## src/rtl/pwm_hbridge_drive.sv

```systemverilog
// pwm_hbridge_drive
// Converts a signed 16-bit command (typically a PID output) into a PWM gate
// plus direction bit for an H-bridge. Commands are double-buffered in a
// shadow register and applied only at PWM period boundaries. A dead-time
// window is inserted at the start of any period in which direction reverses.
// A one-cycle period_start strobe marks period index 0 and can serve as the
// control loop's sample tick.

module pwm_hbridge_drive #(
    parameter int PERIOD_BITS = 10,
    parameter int DEADTIME    = 16
) (
    input  logic                   clk,
    input  logic                   rst,
    input  logic                   en,
    input  logic [15:0]            cmd,
    input  logic                   cmd_valid,
    output logic                   pwm,
    output logic                   dir,
    output logic                   period_start,
    output logic [PERIOD_BITS-1:0] duty
);

    typedef enum logic [1:0] {
        IDLE = 2'd0,
        DEAD = 2'd1,
        RUN  = 2'd2
    } state_t;

    localparam logic [PERIOD_BITS-1:0] K_MAX  = {PERIOD_BITS{1'b1}};
    localparam logic [PERIOD_BITS-1:0] K_ZERO = {PERIOD_BITS{1'b0}};
    localparam logic [PERIOD_BITS-1:0] K_ONE  = {{(PERIOD_BITS-1){1'b0}}, 1'b1};
    localparam logic [PERIOD_BITS-1:0] DEAD_K = PERIOD_BITS'(DEADTIME);

    // |c| as a 15-bit unsigned value; -32768 saturates to 32767.
    function automatic logic [14:0] abs_sat(input logic [15:0] c);
        logic [15:0] neg;
        neg = ~c + 16'd1;
        if (c == 16'h8000) begin
            return 15'h7fff;
        end else if (c[15]) begin
            return neg[14:0];
        end else begin
            return c[14:0];
        end
    endfunction

    state_t                   state_r, state_nxt_s;
    logic [PERIOD_BITS-1:0]   k_r, k_nxt_s;
    logic [15:0]              shadow_r;
    logic                     dir_r, dir_nxt_s;
    logic [PERIOD_BITS-1:0]   duty_r, duty_nxt_s;
    logic                     pwm_r, pwm_nxt_s;
    logic                     ps_r, ps_nxt_s;

    logic                     boundary_s;
    logic [15:0]              load_cmd_s;
    logic [14:0]              load_mag_s;
    logic [PERIOD_BITS-1:0]   load_duty_s;
    logic                     load_sign_s;
    logic                     unused_mag_s;

    // A command presented on the boundary cycle itself bypasses the shadow.
    assign boundary_s   = en & ((k_r == K_MAX) | (state_r == IDLE));
    assign load_cmd_s   = cmd_valid ? cmd : shadow_r;
    assign load_mag_s   = abs_sat(load_cmd_s);
    assign load_duty_s  = load_mag_s[14 -: PERIOD_BITS];
    assign load_sign_s  = load_cmd_s[15];
    // Magnitude bits below the duty resolution are dropped on purpose.
    assign unused_mag_s = ^load_mag_s;

    // Shadow register: captures cmd on every valid cycle, enabled or not.
    always_ff @(posedge clk or negedge rst) begin
        if (!rst) begin
            shadow_r <= 16'h0000;
        end else if (cmd_valid) begin
            shadow_r <= cmd;
        end else begin
            shadow_r <= shadow_r;
        end
    end

    // Next state, period counter, applied command and registered output values.
    always_comb begin
        state_nxt_s = state_r;
        k_nxt_s     = k_r;
        dir_nxt_s   = dir_r;
        duty_nxt_s  = duty_r;
        ps_nxt_s    = 1'b0;
        pwm_nxt_s   = 1'b0;

        if (!en) begin
            state_nxt_s = IDLE;
            k_nxt_s     = K_ZERO;
        end else if (boundary_s) begin
            k_nxt_s    = K_ZERO;
            ps_nxt_s   = 1'b1;
            duty_nxt_s = load_duty_s;
            // Zero duty never drives the bridge, so it keeps the old direction.
            if ((load_duty_s != K_ZERO) && (load_sign_s != dir_r)) begin
                dir_nxt_s   = load_sign_s;
                state_nxt_s = DEAD;
            end else begin
                state_nxt_s = RUN;
            end
        end else begin
            k_nxt_s = k_r + K_ONE;
        end

        // pwm is computed from the next k so it lines up with period_start.
        case (state_nxt_s)
            RUN:     pwm_nxt_s = (k_nxt_s < duty_nxt_s);
            DEAD:    pwm_nxt_s = (k_nxt_s >= DEAD_K) && (k_nxt_s < duty_nxt_s);
            IDLE:    pwm_nxt_s = 1'b0;
            default: pwm_nxt_s = 1'b0;
        endcase
    end

    // State, counter and registered outputs; reset forces the bridge off at once.
    always_ff @(posedge clk or negedge rst) begin
        if (!rst) begin
            state_r <= IDLE;
            k_r     <= K_ZERO;
            dir_r   <= 1'b0;
            duty_r  <= K_ZERO;
            pwm_r   <= 1'b0;
            ps_r    <= 1'b0;
        end else begin
            state_r <= state_nxt_s;
            k_r     <= k_nxt_s;
            dir_r   <= dir_nxt_s;
            duty_r  <= duty_nxt_s;
            pwm_r   <= pwm_nxt_s;
            ps_r    <= ps_nxt_s;
        end
    end

    assign pwm          = pwm_r;
    assign dir          = dir_r;
    assign period_start = ps_r;
    assign duty         = duty_r;

endmodule
```

## config.mk

```make
export PLATFORM = sky130hd
export DESIGN_NAME = pwm_hbridge_drive
export DESIGN_NICKNAME = d
export VERILOG_FILES = /design/src/rtl/pwm_hbridge_drive.sv
export SDC_FILE = /design/constraint.sdc
export NUM_CORES = 1
export LEC_CHECK = 0
export CAP_MARGIN = 10
export CORE_MARGIN = 2
export CORE_UTILIZATION = 25
export CTS_BUF_LIST = sky130_fd_sc_hd__clkbuf_8 sky130_fd_sc_hd__clkbuf_16
export CTS_CLUSTER_DIAMETER = 150
export DETAILED_ROUTE_END_ITERATION = 6
export GPL_TIMING_DRIVEN = 0
export PLACE_DENSITY = 0.44
export SKIP_CTS_REPAIR_TIMING = 1
export SLEW_MARGIN = 10
export SYNTH_ARGS = -nofsm -noshare
export SYNTH_HDL_FRONTEND = slang
export SYNTH_SLANG_ARGS = --single-unit
```

## constraint.sdc

```tcl
create_clock -name clk -period 5 [get_ports clk]
set_clock_uncertainty 0.1 [all_clocks]
set_input_delay 1.25 -clock clk [delete_from_list [all_inputs] [get_ports clk]]
set_output_delay 1.25 -clock clk [all_outputs]
set_load 0.02 [all_outputs]
```

==> impl_metrics.toml, run 1 <==
[status]
outcome = "complete, no violations"

[synth]
async_reset_ff_share_pct = 100
syn_area_per_cell_um2 = 9.86
ys_warn_count = 0
netlist-cell-type-count = 47
synth_edf_count = 0
synth_ff_type = "dfrtp_1"
syn_nets = 272
synth_area_um2 = 2370
synth-seq-area-share_pct = 43.3
syn_inst = 240
synth-seq-cells = 41

[timing]
slew_violations = 0
hold_viol = 0
min_period_over_period_pct = 94.9
fmax_mhz = 211
rsz0062_at_grt = "no"
finalSetupViolations = 0
worstMarginPinSlew_ps = 569
relSlewSlack_pct = 61.9
period_minus_slack_ps = 4750

[worst_hold_path]
hold_depth = 1
hold_class = "flip-flop to flip-flop"

[routing]
drtIter0Drc = 42
avgRoutedWirePerCell_um = 15.2
drc_errors = 0
wirelength_um = 6030
vias_per_cell = 4.83
ant_nets = 0
vias = 1916
dr.pass1.iters = 5

[global_route]
track_usage_pct = 12.5
antenna_found_initial = 0
grt_max_degree = 31
overflow = 0
first_global_vias = 1992
grt_pass1_wl_um = 10100

[floorplanning]
io_pins = 33
die_h_um = 101
die-area_um2 = 10300
core_um2 = 9200
rows = 35
initial_utilization_pct = 25.7
die_w_um = 101

[setup_path]
rr_worst_depth = 15
cpMaxStageDelayCell = "clkdlybuf4s50_1"
slowest_delay_ps = 440
cp_common_cell = "o21ai_1"
crit_type = "input port to flip-flop"
arrival_ps = 4850
cp.required_ps = 5110
crit_path_start_kind = "input port"
cp_max_fo = 8
cp-end-kind = "flip-flop"
path_cells = "clkdlybuf4s50_1 > nor4_1 > mux2i_1 > or3_4 > buf_6 > o211a_1 > a22o_1 > and3_4 > a211oi_4 > o21a_1 > ha_1 > nor2_1 > o21ai_1 > a221oi_1 > o21ai_1 > a211oi_2"

[power_and_ir_drop]
switching_power_w = 0.000479
pwr-share-clk_pct = 19.3
power_density_nw_per_um2 = 413
power.internal_w = 0.000787
p_leak_nw = 1.35
p_comb_share_pct = 45.0
irDropWorstVdd_mv = 0.144
swShare_pct = 37.8
seq_power_share_pct = 35.7

[placement]
dp_hpwl_um = 4610
post-place-cells = 384
io_buffer_count = 32
place_area_um2 = 2840
place_congestion = 0.768

[cts]
h-tree-depth = 2
cts_root_buf = "clkbuf_8"
ctsLongestPathBuffers = 2
cts.clk_slew.worst_paths_ps = 90
worstSkewPairLatency_ps = 300
cts.sinks = 41
cts_tree = "built"
cts-buffers-inserted = 5

[cells_and_area]
finalNetCount = 317
drive_gt1_share_pct = 14.3
num-fill-cells = 973
stdcell_count = 397
fin_area_um2 = 3060
diodes = 0
area_growth_pct = 29.4

[flow_run]
cap_violations = 0
## synth_stat cells, types with 3 or more instances
library cell | count | share of area, %
a31oi_1 | 4 | 1.1
nand2_1 | 10 | 1.6
ha_1 | 12 | 6.3
and3_1 | 6 | 1.6
o21ai_0 | 8 | 1.7
mux2i_1 | 12 | 5.1
inv_1 | 19 | 3.0
a211oi_1 | 3 | 0.95
nor3_1 | 7 | 1.5
nand3_1 | 9 | 1.9
nor4_1 | 4 | 1.1
mux2_2 | 9 | 4.3
or3_1 | 4 | 1.1
xor2_1 | 4 | 1.5
a21oi_1 | 11 | 2.3
o22ai_1 | 6 | 1.6
dfrtp_1 | 41 | 43
buf_2 | 3 | 0.63
nand2b_1 | 3 | 0.79
nor2_1 | 22 | 3.5
xnor2_1 | 13 | 4.8
## layout make-up
type / instances / area, um^2 / share of cell area, %
plain buffers: 5 / 37.5 / 1.22
clock buffers: 7 / 96.3 / 3.14
clock inverters: 1 / 5.00 / 0.163
inverters: 20 / 75.1 / 2.45
multi-input cells: 174 / 1300 / 42.5
flip-flops and latches: 41 / 1030 / 33.5
well taps: 111 / 139 / 4.53
repair buffers: 38 / 383 / 12.5
## logic make-up (layout without fill, tap and decap cells)
group	Yosys count	in the layout	share of synthesized area, %
and+or+nand+nor	75	75	16.8
xor gates and xnor gates	17	17	6.29
AOI/OAI and AO/OA	48	48	13.3
muxes	22	22	9.83
adders and majority gates	12	12	6.34
buffers and inverters	25	71	4.12
DFF	41	41	43.3
## path summary, 6_finish.rpt
kind	from	end	slack (ps)
max reg2reg	shadow_r[0]$_DFF_PN0_	pwm$_DFF_PN0_	1120
max	cmd[3]	pwm$_DFF_PN0_	250
min	shadow_r[0]$_DFF_PN0_	shadow_r[0]$_DFF_PN0_	420
min in group asynchronous	rst	shadow_r[2]$_DFF_PN0_	730
min reg2reg	shadow_r[0]$_DFF_PN0_	shadow_r[0]$_DFF_PN0_	420
max in group asynchronous	rst	k_r[7]$_DFF_PN0_	3590
## layout by cell type (no fill, tap or decap), types with 2 or more instances in the layout
cell type / instances
nor3_1: 6
dfrtp_1: 41
a21oi_1: 10
clkbuf_8: 7
nor2_1: 22
nand2b_1: 3
o22a_1: 2
dlymetal6s2s_1: 4
xnor2_1: 13
or3_1: 3
nor4_1: 4
mux2_2: 9
o21ai_1: 3
clkdlybuf4s50_1: 27
clkbuf_4: 3
nand3_1: 9
a31oi_1: 4
o21a_1: 2
ha_1: 12
and3_1: 6
mux2i_1: 10
and2_1: 2
nand2_1: 10
a211oi_1: 2
o22ai_1: 6
inv_1: 19
buf_4: 5
xor2_1: 4
o21ai_0: 6
mux2i_4: 2
## state kept, by name, summed over array words and instances, names as in the netlist
| register | flops |
|---|---|
| dir | 1 |
| duty | 10 |
| k_r | 10 |
| period_start | 1 |
| pwm | 1 |
| shadow_r | 16 |
| state_r | 2 |
## per-stage QoR
stage                     setup TNS [ps]  hold WS [ps]  setup WS (ps)  utilization, %  total power, W
final                                  0           417            254            33.3         0.00127
after global placement              -697           387           -697            30.7        0.000992
after global routing                   0           432           26.4            33.3         0.00137
after detailed placement            -614           393           -614            30.9        0.000996
after floorplan                        0           372            473               -        0.000779
after CTS                           -362           413           -362            32.0         0.00125
## routing by layer
layer,wire length [um],up-vias,track usage (%)
met4,40,0,2.81
met3,225,4,2.83
met1,2850,936,16.3
met2,2920,29,21.0
met5,0,-,0
li1,-,947,-
## worst max-delay path: cells and delay by family
| family | cells | cell delay (ps) |
|---|---|---|
| buffers and inverters | 2 | 580 |
| muxes | 1 | 180 |
| and+or+nand+nor | 4 | 1080 |
| AOI/OAI and AO/OA | 8 | 1510 |
| adders and majority gates | 1 | 240 |
## power groups by stage
stage	clock, W	combinational (W)	sequential, W
after floorplan	0	0.000271	0.000508
after global placement	0	0.000533	0.000459
after detailed placement	0	0.000537	0.000459
after CTS	0.000253	0.000541	0.000454
after global routing	0.000266	0.000638	0.000463
final	0.000244	0.000569	0.000452
Power figures use the tool's default switching activity.
==> run 2: changes to the inputs <==
Settings changed: SLEW_MARGIN 10 to 40.
==> run 2 against run 1 <==
Against the previous run:
- global-route usage down 0.11 points
- critical path depth unchanged
- via count down 1.1%
- count of clock-buffer cells in the layout unchanged
- utilization down 0.23 points
==> impl_metrics.toml, run 2 (synthesized netlist as in run 1, its figures left out) <==
[timing]
worstMarginPinSlew_ps = 534
tns_ps = 0
min_period_over_period_pct = 94.2
relSlewSlack_pct = 63.4
rsz0062_at_grt = "no"
finalSetupViolations = 0
period_minus_slack_ps = 4710
fmax_mhz = 212
hold_viol = 0
slew_violations = 0

[cells_and_area]
utilization_pct = 33.1
fin_area_um2 = 3040
num-fill-cells = 967
mostFrequentLayoutCells = "dfrtp_1 (41), clkdlybuf4s50_1 (27), nor2_1 (22)"
stdcell_count = 395
diodes = 0
largest_reg_flops = 16
finalNetCount = 315
layout_commonest_cell = "dfrtp_1"
area_growth_pct = 28.5
largest-register = "shadow_r"
register_area_um2 = 1030
drive_gt1_share_pct = 13.0
multi_input_area_um2 = 1290

[setup_path]
rr_worst_depth = 15
slowest_delay_ps = 440
cp_common_cell = "o21ai_1"
crit_type = "input port to flip-flop"
cp_max_fo = 8
cp.required_ps = 5110
arrival_ps = 4820
crit_path_start_kind = "input port"
path_cells = "clkdlybuf4s50_1 > nor4_1 > mux2i_1 > or3_4 > buf_6 > o211a_1 > a22o_1 > and3_4 > a211oi_4 > o21a_1 > ha_1 > nor2_1 > o21ai_1 > a221oi_1 > o21ai_1 > a211oi_2"
cpMaxStageDelayCell = "clkdlybuf4s50_1"
cp-end-kind = "flip-flop"

[global_route]
overflow = 0
antenna_found_initial = 0
grt_max_degree = 31
grt_pass1_wl_um = 9880
first_global_vias = 1981
track_usage_pct = 12.3

[floorplanning]
io_pins = 33
core_um2 = 9200
die-area_um2 = 10300
initial_utilization_pct = 25.7
die_w_um = 101
rows = 35
die_h_um = 101

[cts]
cts_tree = "built"
worstSkewPairLatency_ps = 290
ctsLongestPathBuffers = 2
cts.clk_slew.worst_paths_ps = 80
cts.sinks = 41
h-tree-depth = 2
cts-buffers-inserted = 5
cts_root_buf = "clkbuf_8"

[routing]
wirelength_um = 5930
met2_wirelength_um = 2890
met1_length_um = 2820
avgRoutedWirePerCell_um = 15.0
vias = 1895
vias_per_cell = 4.80
drtIter0Drc = 40
routed.top_layer = "met4"
wl_met3_um = 180
ant_nets = 0
drc_errors = 0
dr.pass1.iters = 4

[status]
outcome = "complete, no violations"

[power_and_ir_drop]
total_power_w = 0.00126
irDropWorstVdd_mv = 0.182
power_density_nw_per_um2 = 413
p_leak_nw = 1.35

[placement]
place_congestion = 0.768
post-place-cells = 384
io_buffer_count = 32
place_area_um2 = 2850
dp_hpwl_um = 4600

[worst_hold_path]
hold_class = "flip-flop to flip-flop"
hold_depth = 1

[flow_run]
cap_violations = 0
## run 2: cell count changes in the layout (fill, tap and decap cells not counted), sizes merged
cell  previous run  this run
buf              8         6
## run 2: through the flow
| stage | setup slack (ps) | hold WS (ps) |
|---|---|---|
| after floorplan | 473 | 372 |
| after global placement | -697 | 387 |
| after detailed placement | -640 | 393 |
| after CTS | -389 | 413 |
| after global routing | 25.7 | 432 |
| final | 288 | 419 |
## run 2: worst max-delay path: cells and delay by family
family	cells	cell delay, ps
AOI/OAI and AO/OA	8	1500
and+or+nand+nor	4	1080
buffers and inverters	2	580
adders and majority gates	1	230
muxes	1	180
## run 2: worst paths after layout
| path | start | endpoint | slack, ps |
|---|---|---|---|
| worst max register to register | shadow_r[0]$_DFF_PN0_ | pwm$_DFF_PN0_ | 1160 |
| worst min-delay path | shadow_r[4]$_DFF_PN0_ | shadow_r[4]$_DFF_PN0_ | 420 |
| worst min register to register | shadow_r[4]$_DFF_PN0_ | shadow_r[4]$_DFF_PN0_ | 420 |
| worst max-delay path | cmd[3] | pwm$_DFF_PN0_ | 290 |
| min in group asynchronous | rst | shadow_r[2]$_DFF_PN0_ | 690 |
| max in group asynchronous | rst | shadow_r[10]$_DFF_PN0_ | 3690 |
## run 2: report_power, final
| group | internal (W) | switching [W] |
|---|---|---|
| clock | 0.000125 | 0.000116 |
| combinational | 0.000254 | 0.000310 |
| sequential | 0.000406 | 0.0000468 |
| total | 0.000785 | 0.000472 |
## run 2: metal layers
layer,GRT usage [%],vias to the layer above
met1,16.0,925
met2,21.0,28
met4,2.81,0
met3,2.69,4
met5,0,-
li1,-,938
## run 2: area by class of cell
cell class	instances	area share (%)
tap	111	4.56
multi-input combinational	174	42.5
timing repair buffer	36	12.2
buffer	5	1.23
clock buffer	7	3.17
inverter	20	2.47
sequential	41	33.7
clock inverter	1	0.164
